### src/rtl/mem_port_arbiter.sv
// mem_port_arbiter: shares one req/ack memory between the fetch port and the data port, with data priority, anti-starvation and a bus timeout
module mem_port_arbiter #(
  parameter int AW = 32,
  parameter int DW = 32,
  parameter int TIMEOUT = 255
) (
  input  logic          clk,
  input  logic          rst_n,
  input  logic          if_req_i,
  input  logic [AW-1:0] if_addr_i,
  output logic [DW-1:0] if_rdata_o,
  output logic          if_ready_o,
  input  logic          dm_read_i,
  input  logic          dm_write_i,
  input  logic [AW-1:0] dm_addr_i,
  input  logic [DW-1:0] dm_wdata_i,
  output logic [DW-1:0] dm_rdata_o,
  output logic          dm_ready_o,
  output logic          mem_req_o,
  output logic          mem_we_o,
  output logic [AW-1:0] mem_addr_o,
  output logic [DW-1:0] mem_wdata_o,
  input  logic [DW-1:0] mem_rdata_i,
  input  logic          mem_ack_i,
  output logic          stall_if_o,
  output logic          stall_mem_o,
  output logic          bus_err_o
);
  localparam logic [1:0] IDLE = 2'd0;
  localparam logic [1:0] BUSY = 2'd1;
  localparam logic [1:0] DONE = 2'd2;
  localparam logic [7:0] CNT_LAST = 8'(TIMEOUT - 1);
  logic [1:0]    state_q, state_d;
  logic          last_dm_q, last_dm_d;
  logic [7:0]    cnt_q, cnt_d;
  logic          port_q, port_d;
  logic          we_q, we_d;
  logic [AW-1:0] addr_q, addr_d;
  logic [DW-1:0] wdata_q, wdata_d;
  logic [DW-1:0] if_rdata_q, if_rdata_d;
  logic [DW-1:0] dm_rdata_q, dm_rdata_d;
  logic          bus_err_q, bus_err_d;
  logic          dm_pend, grant_dm, expire;
  logic [DW-1:0] rd;
  assign dm_pend  = dm_read_i | dm_write_i;
  // the fetch port takes the turn right after a data grant so it cannot starve
  assign grant_dm = dm_pend & ~(last_dm_q & if_req_i);
  assign expire   = ~mem_ack_i & (cnt_q == CNT_LAST);
  assign rd       = mem_ack_i ? mem_rdata_i : '0;
  always_comb begin
    state_d    = state_q;
    last_dm_d  = last_dm_q;
    cnt_d      = cnt_q;
    port_d     = port_q;
    we_d       = we_q;
    addr_d     = addr_q;
    wdata_d    = wdata_q;
    if_rdata_d = if_rdata_q;
    dm_rdata_d = dm_rdata_q;
    bus_err_d  = bus_err_q;
    case (state_q)
      IDLE: if (dm_pend | if_req_i) begin
        state_d   = BUSY;
        port_d    = grant_dm;
        last_dm_d = grant_dm;
        we_d      = grant_dm & dm_write_i;
        addr_d    = grant_dm ? dm_addr_i : if_addr_i;
        wdata_d   = dm_wdata_i;
        cnt_d     = '0;
      end
      BUSY: if (mem_ack_i | expire) begin
        state_d    = DONE;
        bus_err_d  = bus_err_q | expire;
        if_rdata_d = (!we_q && !port_q) ? rd : if_rdata_q;
        dm_rdata_d = (!we_q && port_q) ? rd : dm_rdata_q;
      end else begin
        cnt_d = cnt_q + 8'd1;
      end
      default: state_d = IDLE;
    endcase
  end
  always_ff @(posedge clk or negedge rst_n) begin
    if (!rst_n) begin
      state_q    <= IDLE;
      last_dm_q  <= 1'b0;
      cnt_q      <= '0;
      port_q     <= 1'b0;
      we_q       <= 1'b0;
      addr_q     <= '0;
      wdata_q    <= '0;
      if_rdata_q <= '0;
      dm_rdata_q <= '0;
      bus_err_q  <= 1'b0;
    end else begin
      state_q    <= state_d;
      last_dm_q  <= last_dm_d;
      cnt_q      <= cnt_d;
      port_q     <= port_d;
      we_q       <= we_d;
      addr_q     <= addr_d;
      wdata_q    <= wdata_d;
      if_rdata_q <= if_rdata_d;
      dm_rdata_q <= dm_rdata_d;
      bus_err_q  <= bus_err_d;
    end
  end
  // a fetch whose request was dropped or redirected gets no completion pulse
  assign if_ready_o  = (state_q == DONE) & ~port_q & if_req_i & (if_addr_i == addr_q);
  assign dm_ready_o  = (state_q == DONE) & port_q;
  assign mem_req_o   = (state_q == BUSY);
  assign mem_we_o    = we_q;
  assign mem_addr_o  = addr_q;
  assign mem_wdata_o = wdata_q;
  assign if_rdata_o  = if_rdata_q;
  assign dm_rdata_o  = dm_rdata_q;
  assign bus_err_o   = bus_err_q;
  assign stall_if_o  = if_req_i & ~if_ready_o;
  assign stall_mem_o = dm_pend & ~dm_ready_o;
endmodule

### config.mk
export PLATFORM = sky130hd
export DESIGN_NAME = mem_port_arbiter
export DESIGN_NICKNAME = d
export VERILOG_FILES = /design/src/rtl/mem_port_arbiter.sv
export SDC_FILE = /design/constraint.sdc
export NUM_CORES = 1
export LEC_CHECK = 0
export ABC_AREA = 1
export CORE_UTILIZATION = 46
export DETAILED_ROUTE_END_ITERATION = 10
export PLACE_DENSITY = 0.85
export RECOVER_POWER = 50
export SETUP_SLACK_MARGIN = 0.2
export SLEW_MARGIN = 5
export SYNTH_ARGS = -nofsm -noshare
export SYNTH_HDL_FRONTEND = slang
export SYNTH_SLANG_ARGS = --single-unit
### constraint.sdc
create_clock -name clk -period 2.9 [get_ports clk]
set_clock_uncertainty 0.05 [all_clocks]
set_input_delay 0.29 -clock clk [delete_from_list [all_inputs] [get_ports clk]]
set_output_delay 0.29 -clock clk [all_outputs]
set_load 0.01 [all_outputs]
Word level (Yosys, flattened, before mapping)
Cells that the tools add are included.

Input port bits: 134. Word-level logic and storage cells: 56. Register bits after elaboration: 141. Output and inout port bits: 135.

Eq/ne operators: 7. Bitwise operators: 19. Multiplexer cells: 8. Reduce and logical (&&, ||, !) cells: 12. Add/subtract/negate cells: 1.

Operator list (count): 2-to-1 mux 32 bit (2); equality test 32 bit (1); 2-to-1 mux 8 bit (2); one-hot mux 8 bit (2 select lines) (1); bitwise AND 1 bit (10); AND reduction 3 bit (3); adder 8 x 1 -> 8 bit, second input constant (1); equality test 8 bit, second input constant (1); AND reduction 2 bit (3); NOT 1 bit (5); 2-to-1 mux 2 bit (2); inequality test 2 bit, second input constant (2); OR 1 bit (4); one-hot mux 2 bit (2 select lines) (1); equality test 2 x 1 -> 1 bit, second input constant (1); equality test 2 bit, second input constant (1); logical AND 1 bit (2); zero test 1 bit (2); zero test 2 bit (1); inequality test 2 x 1 -> 1 bit, second input constant (1); nonzero test 2 bit (1).

Logic depth before layout (Yosys ltp)
Gate-level depths: netlist of run 1.

Depth after elaboration: 6. Mapped depth: 10. Mapped depth without buffers: 9.

Worst setup path after synthesis of run 1
No wires, ideal clock.

Path kind: register to output. Start: reg addr_q[30] (netlist: mem_addr_o[30]). End: out stall_if_o. Setup slack: 1410 ps. Cell stages (with the launch flop): 10. Required time: 2560 ps. Buffers on the path: 0. Data arrival time: 1150 ps. Cell sequence: dfrtp_1 > inv_1 > nand2_1 > nand2_1 > nor2_1 > nand2_1 > nor2_1 > nand3_1 > nor2_1 > nor2_1.

Cells in the longest elaborated chain, start to end: 4.

Ends and longest elaborated chain: start, declared (line 38) `logic [AW-1:0] addr_q, addr_d;`; start signal, assigned (line 100) `addr_q <= addr_d;`; equality test 32 bit (line 108) `assign if_ready_o = (state_q == DONE) & ~port_q & if_req_i & (if_addr_i == addr_q);`; bitwise AND 1 bit (line 108); net if_ready_o (line 12) `output logic if_ready_o,`; NOT 1 bit (line 117) `assign stall_if_o = if_req_i & ~if_ready_o;`; bitwise AND 1 bit (line 117); end, declared (line 25) `output logic stall_if_o,`.

The timed path passes the listed nets, and every way through them passes these cells.

Worst setup path in the final report of run 1
Start: in dm_read_i. End: reg cnt_q[2].

Cells in the longest elaborated chain, start to end: 4.

Ends and longest elaborated chain: start, declared (line 13) `input logic dm_read_i,`; OR 1 bit (line 45) `assign dm_pend = dm_read_i | dm_write_i;`; OR 1 bit (line 62) `IDLE: if (dm_pend | if_req_i) begin`; inequality test 2 bit (no line); AND reduction 3 bit (no line); end signal, assigned (line 97) `cnt_q <= cnt_d;`; end, declared (line 35) `logic [7:0] cnt_q, cnt_d;`.

No other way between the ends. A chain may end at the register's enable or synchronous reset.

==> summary.md, run 1 <==
| Metric | Value |
|---|---|
| Fin util | `72.8%` |
| PnR Total Power | `between 0.01 and 0.015 W` |
| Layout cells sized above 1 | `7.45%` |
| Initial core utilization | `47.9%` |
| PD cells | `1070 nW/µm²` |
| Vias in the first global route | `a little over 6000` |
| Drt wl/cell | `15.0 µm` |
| Area growth from synthesis to layout | `52.0%` |
| Synth Instances | `760` |
| Status | `completed` |
| Root Driver | `clkbuf_16` |
| Synthesized Nets | `between 800 and 900` |
| LEAKAGE | `4.59 nW` |
| Clk sinks | `141` |
| Worst path max stage delay | `1040 ps` |
| Logic pwr share | `45.1%` |
| Antenna violations before repair | `0` |
| CP max-delay cell | `clkbuf_2` |
| Startpoint Class | `primary input` |
| CP max FO | `67` |
| VDD IR max | `0.000631 V` |
| Antenna cells | `0` |
| Total CTS buffers | `17` |
| Slew @ Worst Pin | `1440 ps` |
| Commonest non-fill, non-tap cells in the layout | `nand2_1, clkdlybuf4s50_1, dfrtp_1` |
| Synthesized flop and latch total | `141` |
| CTS tree | `built` |
| CP Buf/Inv Count | `2` |
| GPL Wtd Cong | `0.873` |
| Vias/cell | `4.95` |
| Die width | `~120 µm` |
| Synth Cell Area | `6440 µm²` |
| Port Buffers | `268` |
| Detailed Place HPWL | `approximately 13 mm` |
| Post-synth top flop | `dfrtp_1` |
| Cell repeated most along the worst path | `nand2_1` |
| Clk buf depth | `2` |
| Ys async rst share | `100%` |
| Largest net degree at the start of global routing | `68` |
| Fin crit period | `about 2500 ps` |
| Req. time, crit path | `3140 ps` |
| Die area | `about 14000 µm²` |
| Flop pwr share | `33.0%` |
| Core ar. | `around 13000 µm²` |
| Die H | `120 µm` |
| Post-synth cell types | `27` |
| Type of the worst min-delay path | `in2reg` |
| Final hold violation count | `0` |
| Arr. time, crit path | `2740 ps` |
| Gr usage total | `26.0%` |
| Fmax | `400 MHz` |
| Critical Path, Cell by Cell | `clkdlybuf4s50_1 -> or2_0 -> nor2_1 -> nor2_1 -> nand2_2 -> clkbuf_2 -> nand2_1 -> nand2_1 -> nand2_1` |
| H-Tree Depth | `4` |
| DRT Pass-1 Iters | `5` |
| Starting DRT DRC Count | `331` |
| Vias | `5988` |
| Mean post-synth cell area | `8.48 µm²` |
| Clock share of power | `21.9%` |
| Synth warn | `0` |
| Fin. max-slew vios | `0` |
| NetSw | `around 0.0037 W` |
| Ports | `269` |
| Max-slew headroom | `3.91%` |
| Max Cap Viol | `0` |
| Post-synthesis sequential area ratio | `54.8%` |
| GRT overflow | `0` |
| RSZ-0062 raised after global routing | `false` |
| P_int | `0.00671 W` |
| EDFF count, synth | `0` |
| Clk slew on worst S/H paths | `approximately 60 ps` |
| Final worst-path cycle share | `86.1%` |
| Crit Path Category | `in2reg` |
| Final wirelength | `18.1 mm` |
| Commonest non-fill, non-tap cell in the layout | `nand2_1` |
| Crit. End Element | `register` |
| First-pass GRT wire length | `29.5 mm` |
| DRC viols | `0` |
| Final setup TNS | `0 ps` |
| Nets@finish | `1157` |
| Clk_lat worst skew | `410 ps` |
| Sw frac | `35.7%` |
| # setup viols final | `0` |
| Delay-heaviest family, CP | `buffers and inverters` |
| # rows | `between 40 and 50` |
| Routed Antenna Nets | `0` |
[state kept, by name, indices dropped and copies added (netlist names), 2 cells and up]
name         flops
dm_rdata_o      32
if_rdata_o      32
mem_addr_o      32
mem_wdata_o     32
cnt_q            8
state_q          2
[worst paths after layout]
kind	startpoint	to	slack (ps)	cells after the start
min reg2reg	dm_rdata_o[0]	dm_rdata_o[0]	420	2
min in group asynchronous	rst_n	if_rdata_o[20]	740	2
max in group asynchronous	rst_n	mem_addr_o[2]	640	3
max	dm_read_i	cnt_q[2]	400	9
min	dm_wdata_i[25]	mem_wdata_o[25]	360	3
max reg2reg	cnt_q[0]	dm_rdata_o[11]	610	9
[layout make-up]
class                   count  area (µm²)
fillers                  1024        3660
flip-flops and latches    141        3530
repair buffers            279        2760
multi-input cells         536        2490
clock buffers              21         460
well taps                 176         220
inverters                  46         174
clock inverters            10         163
[metal layers]
layer | up-vias | global-route usage, % | share of wire, %
li1 | 2926 | - | -
met1 | 2789 | 31.1 | 39
met2 | 227 | 43.8 | 50
met3 | 46 | 6.13 | 7.1
met4 | 0 | 13.2 | 3.8
met5 | - | 0 | 0
[what timing repair did]
item | in CTS | in global routing
endpoints found under the setup margin | 0 | 0
resized for setup | 0 | 0
hold endpoints to repair | 54 | 0
buffers inserted | 0 | 0
hold buffers | 1 | 0
[metrics by stage]
| stage | hold slack (ps) | instance area, µm² | worst slack, ps | instances |
|---|---|---|---|---|
| 6_report | 358 | 9800 | 402 | 1209 |
| 3_3_place_gp | 239 | 9200 | 434 | 1177 |
| 5_1_grt | 354 | 9800 | 198 | 1209 |
| 3_5_place_dp | 239 | 9200 | 423 | 1177 |
| 4_1_cts | 338 | 9830 | 403 | 1209 |
| 2_1_floorplan | -55.6 | 6440 | 1410 | 760 |
[cell families after synthesis]
kind of cell    after synthesis  share of synthesized area (%)
compound gates              139                           13.3
buf+inv                      83                           6.51
simple gates                378                           22.8
fa+ha+maj                     2                          0.388
xor+xnor                     17                           2.31
flops                       141                           54.8
[power groups by stage]
| stage | registers [W] | clock network (W) | logic, W |
|---|---|---|---|
| after floorplan | 0.00382 | 0 | 0.00193 |
| after global placement | 0.00343 | 0 | 0.00466 |
| after detailed placement | 0.00345 | 0 | 0.00475 |
| after CTS | 0.00345 | 0.00233 | 0.00480 |
| after global routing | 0.00356 | 0.00242 | 0.00515 |
| final | 0.00345 | 0.00229 | 0.00470 |
[worst min-delay path, cell delays in order]
cell and delay, ps:
clkdlybuf4s50_1 390, nand2_1 60, nand2_1 40
[synth_stat cells, types with 2 or more instances]
cell type	number	share of area, %
inv_1	44	2.6
xnor2_1	12	1.6
a21oi_1	51	4.0
dfrtp_1	141	55
o21ai_2	33	4.5
ha_1	2	0.39
o21ai_1	32	2.5
buf_2	7	0.54
clkbuf_1	12	0.70
nand3_1	12	0.93
nand2_2	3	0.29
nand2_1	296	17
a22oi_1	13	1.5
buf_1	4	0.23
nor2_1	61	3.6
buf_6	12	2.1
nand2_4	2	0.35
o21ai_0	9	0.70
buf_4	2	0.23
xor2_1	5	0.68
Note: power is estimated with default switching activity, not from simulation.
==> inputs of run 2 (changes only) <==
--- a/config.mk
+++ b/config.mk
@@ -5,10 +5,9 @@
 export SDC_FILE = /design/constraint.sdc
 export NUM_CORES = 1
 export LEC_CHECK = 0
-export ABC_AREA = 1
-export CORE_UTILIZATION = 46
+export CORE_UTILIZATION = 47
 export DETAILED_ROUTE_END_ITERATION = 10
-export PLACE_DENSITY = 0.85
+export PLACE_DENSITY = 0.87
 export RECOVER_POWER = 50
 export SETUP_SLACK_MARGIN = 0.2
 export SLEW_MARGIN = 5
==> constraint.sdc (replaced) <==
create_clock -name clk -period 3.05 [get_ports clk]
set_clock_uncertainty 0.05 [all_clocks]
set_input_delay 0.305 -clock clk [delete_from_list [all_inputs] [get_ports clk]]
set_output_delay 0.305 -clock clk [all_outputs]
set_load 0.01 [all_outputs]
==> run 2 against run 1 <==
- the flow now finishes with violations (capacitance limit, slew limit)
- first-iteration DRC count is 31% lower
- non-clock buffer count down 3
- highest routed layer unchanged
- critical path depth is 4 lower
- register-to-register slack got worse by 30 ps
- core utilization increased by 1.2 points
- die area shrank 1.8%
==> summary.md, run 2 <==
| Metric | Value |
|---|---|
| Vias in the first global route | `5575` |
| Reg2Reg Depth | `6` |
| Gr usage total | `roughly 26%` |
| First-pass GRT wire length | `28.3 mm` |
| Synth area leader | `dfrtp_1` |
| Min-Delay Endpoint | `mem_wdata_o[6]` |
| Vias/cell | `5.16` |
| Max Cap Viol | `1` |
| Crit. End Element | `output port` |
| Failing checks | `capacitance limit, slew limit` |
| GPL Wtd Cong | `0.836` |
| Synth Instances | `568` |
| Placed Area | `a little over 9000 µm²` |
| Die H | `119 µm` |
| Crit Path Category | `reg2out` |
| EDFF count, synth | `0` |
| RSZ-0062 raised after global routing | `true` |
| Reg-to-reg setup timing slack | `580 ps` |
| Startpoint Class | `register` |
| H-Tree Depth | `4` |
| Final worst-path cycle share | `~90%` |
| Largest cells by area after synthesis | `dfrtp_1, nand2_1, mux2_4, mux2_2, mux2i_1` |
| Max-slew headroom | `-33.6%` |
| Filler cell count | `891` |
| Post-synth cell types | `42` |
| Ports | `269` |
| Core ar. | `13300 µm²` |
| Synthesized Nets | `704` |
| DRT Pass-1 Iters | `5` |
| Fin. max-slew vios | `81` |
| # setup viols final | `0` |
| Routed Antenna Nets | `0` |
| Post-synthesis sequential area ratio | `a little over half` |
| Antenna cells | `0` |
| Yosys top cell area share | `54.6%` |
| Nets@finish | `968` |
| CTS tree | `built` |
| LEAKAGE | `4.66 nW` |
| CP max FO | `3` |
| Clk sinks | `~140` |
| Detailed Place HPWL | `12.8 mm` |
| Clk buf depth | `2` |
| Clk_lat worst skew | `410 ps` |
| VDD IR max | `0.000470 V` |
| Final hold violation count | `0` |
| Req. time, crit path | `2690 ps` |
| Final Cell Area | `around 9900 µm²` |
| GRT overflow | `0` |
| DRC viols | `0` |
| Total CTS buffers | `17` |
| Die area | `14200 µm²` |
| Drt wl/cell | `~17 µm` |
| Fmax | `363 MHz` |
| Ys async rst share | `100%` |
| Final setup TNS | `0 ps` |
| Largest net degree at the start of global routing | `81` |
| Mean post-synth cell area | `between 10 and 15 µm²` |
| # rows | `42` |
| Starting DRT DRC Count | `230` |
| Synthesized flop and latch total | `141` |
| PD cells | `around 930 nW/µm²` |
| Status | `complete, but fails checks` |
| Commonest non-fill, non-tap cell in the layout | `clkdlybuf4s50_1` |
| Commonest non-fill, non-tap cells in the layout | `clkdlybuf4s50_1, dfrtp_1, nand2_1` |
| R2r startpoint | `cnt_q[0]` |
| Synth warn | `0` |
| Arr. time, crit path | `approximately 2400 ps` |
| Clk slew on worst S/H paths | `60 ps` |
| Type of the worst min-delay path | `in2reg` |
| Min-delay src | `dm_wdata_i[6]` |
| Fin crit period | `between 2000 and 3000 ps` |
| Layout cells sized above 1 | `13.0%` |
| Root Driver | `clkbuf_16` |
| Post-synth top cells | `dfrtp_1, nand2_1, o21ai_0` |
| Count leader, synth | `dfrtp_1` |
| Vias | `5254` |
| Synth Cell Area | `roughly 6500 µm²` |
| Die width | `119 µm` |
| Hold path depth | `3` |
| Initial core utilization | `48.4%` |
| Antenna violations before repair | `0` |
| Post-synth top flop | `dfrtp_1` |
| Slew @ Worst Pin | `2000 ps` |
| Final wirelength | `17.5 mm` |
| RR Endpoint | `if_rdata_o[0]` |
| Area growth from synthesis to layout | `52.8%` |
| Port Buffers | `268` |
## run 2: cell type report
type | instances | area [µm²] | area share [%]
Clock buffer | 19 | 453 | 4.59
Clock inverter | 11 | 120 | 1.22
Timing Repair Buffer | 276 | 2770 | 28.1
Inverter | 4 | 15.0 | 0.152
Tap cell | 176 | 220 | 2.23
Multi-Input combinational cell | 392 | 2770 | 28.0
Sequential cell | 141 | 3530 | 35.7
## run 2: how the worst max path moves through the flow
stage / start / to / slack [ps]
2_1_floorplan: cnt_q[0] / if_rdata_o[10] / 1010
3_3_place_gp: if_addr_i[19] / stall_if_o / 210
3_5_place_dp: if_addr_i[19] / stall_if_o / 200
4_1_cts: mem_addr_o[19] / if_ready_o / 230
5_1_grt: mem_addr_o[19] / if_ready_o / 140
6_report: mem_addr_o[19] / if_ready_o / 290
## run 2: power by group
group	internal [W]	switching (W)
clock	0.00123	0.000753
sequential	0.00266	0.000582
combinational	0.00219	0.00181
total	0.00608	0.00315
## run 2: per-layer routing
metal,up-vias,share of wire [%],GRT usage [%]
li1,2439,-,-
met1,2556,39,29.5
met2,229,51,44.6
met3,30,7.6,8.33
met4,0,2.4,11.2
met5,-,0,0
## run 2: stage by stage
step | total power (W) | hold WS, ps | utilization [%] | std cells | worst slack (ps)
after floorplan | 0.00515 | -40.6 | - | 568 | 1010
after global placement | 0.00723 | 329 | 69.6 | 988 | 205
after detailed placement | 0.00741 | 344 | 69.6 | 988 | 202
after CTS | 0.00946 | 347 | 74.1 | 1019 | 227
after global routing | 0.00979 | 350 | 74.0 | 1019 | 142
final | 0.00923 | 363 | 74.0 | 1019 | 292
## run 2: cell families (layout without fill, tap and decap cells)
group / after synthesis / after routing / synth area share, %
compound gates: 49 / 49 / 4.30
xor+xnor: 33 / 33 / 4.47
fa+ha+maj: 2 / 2 / 0.387
buf+inv: 35 / 310 / 3.16
flops: 141 / 141 / 54.6
mux: 98 / 98 / 18.2
simple gates: 210 / 210 / 14.9
## run 2: what timing repair did
item | CTS | global route
endpoints found under the setup margin | 2 | 2
resized for setup | 2 | 2
hold buffers | 1 | 0
hold endpoints to repair | 79 | 0
buffers inserted | 0 | 0
cloned | 0 | 0
pin swaps | 0 | 2
## run 2: worst max-delay path: stages (launching register included)
cell and delay, ps:
dfrtp_1 410, xor2_1 160, nor4_2 400, nand3_1 190, nor4_2 250, clkdlybuf4s50_1 580
==> inputs of run 3 (changes only) <==
--- a/config.mk
+++ b/config.mk
@@ -10,7 +10,6 @@
 export PLACE_DENSITY = 0.87
 export RECOVER_POWER = 50
 export SETUP_SLACK_MARGIN = 0.2
-export SLEW_MARGIN = 5
 export SYNTH_ARGS = -nofsm -noshare
 export SYNTH_HDL_FRONTEND = slang
 export SYNTH_SLANG_ARGS = --single-unit
==> results of run 3 <==
Same layout as run 2: the final DEF is identical, and so are final timing and power.
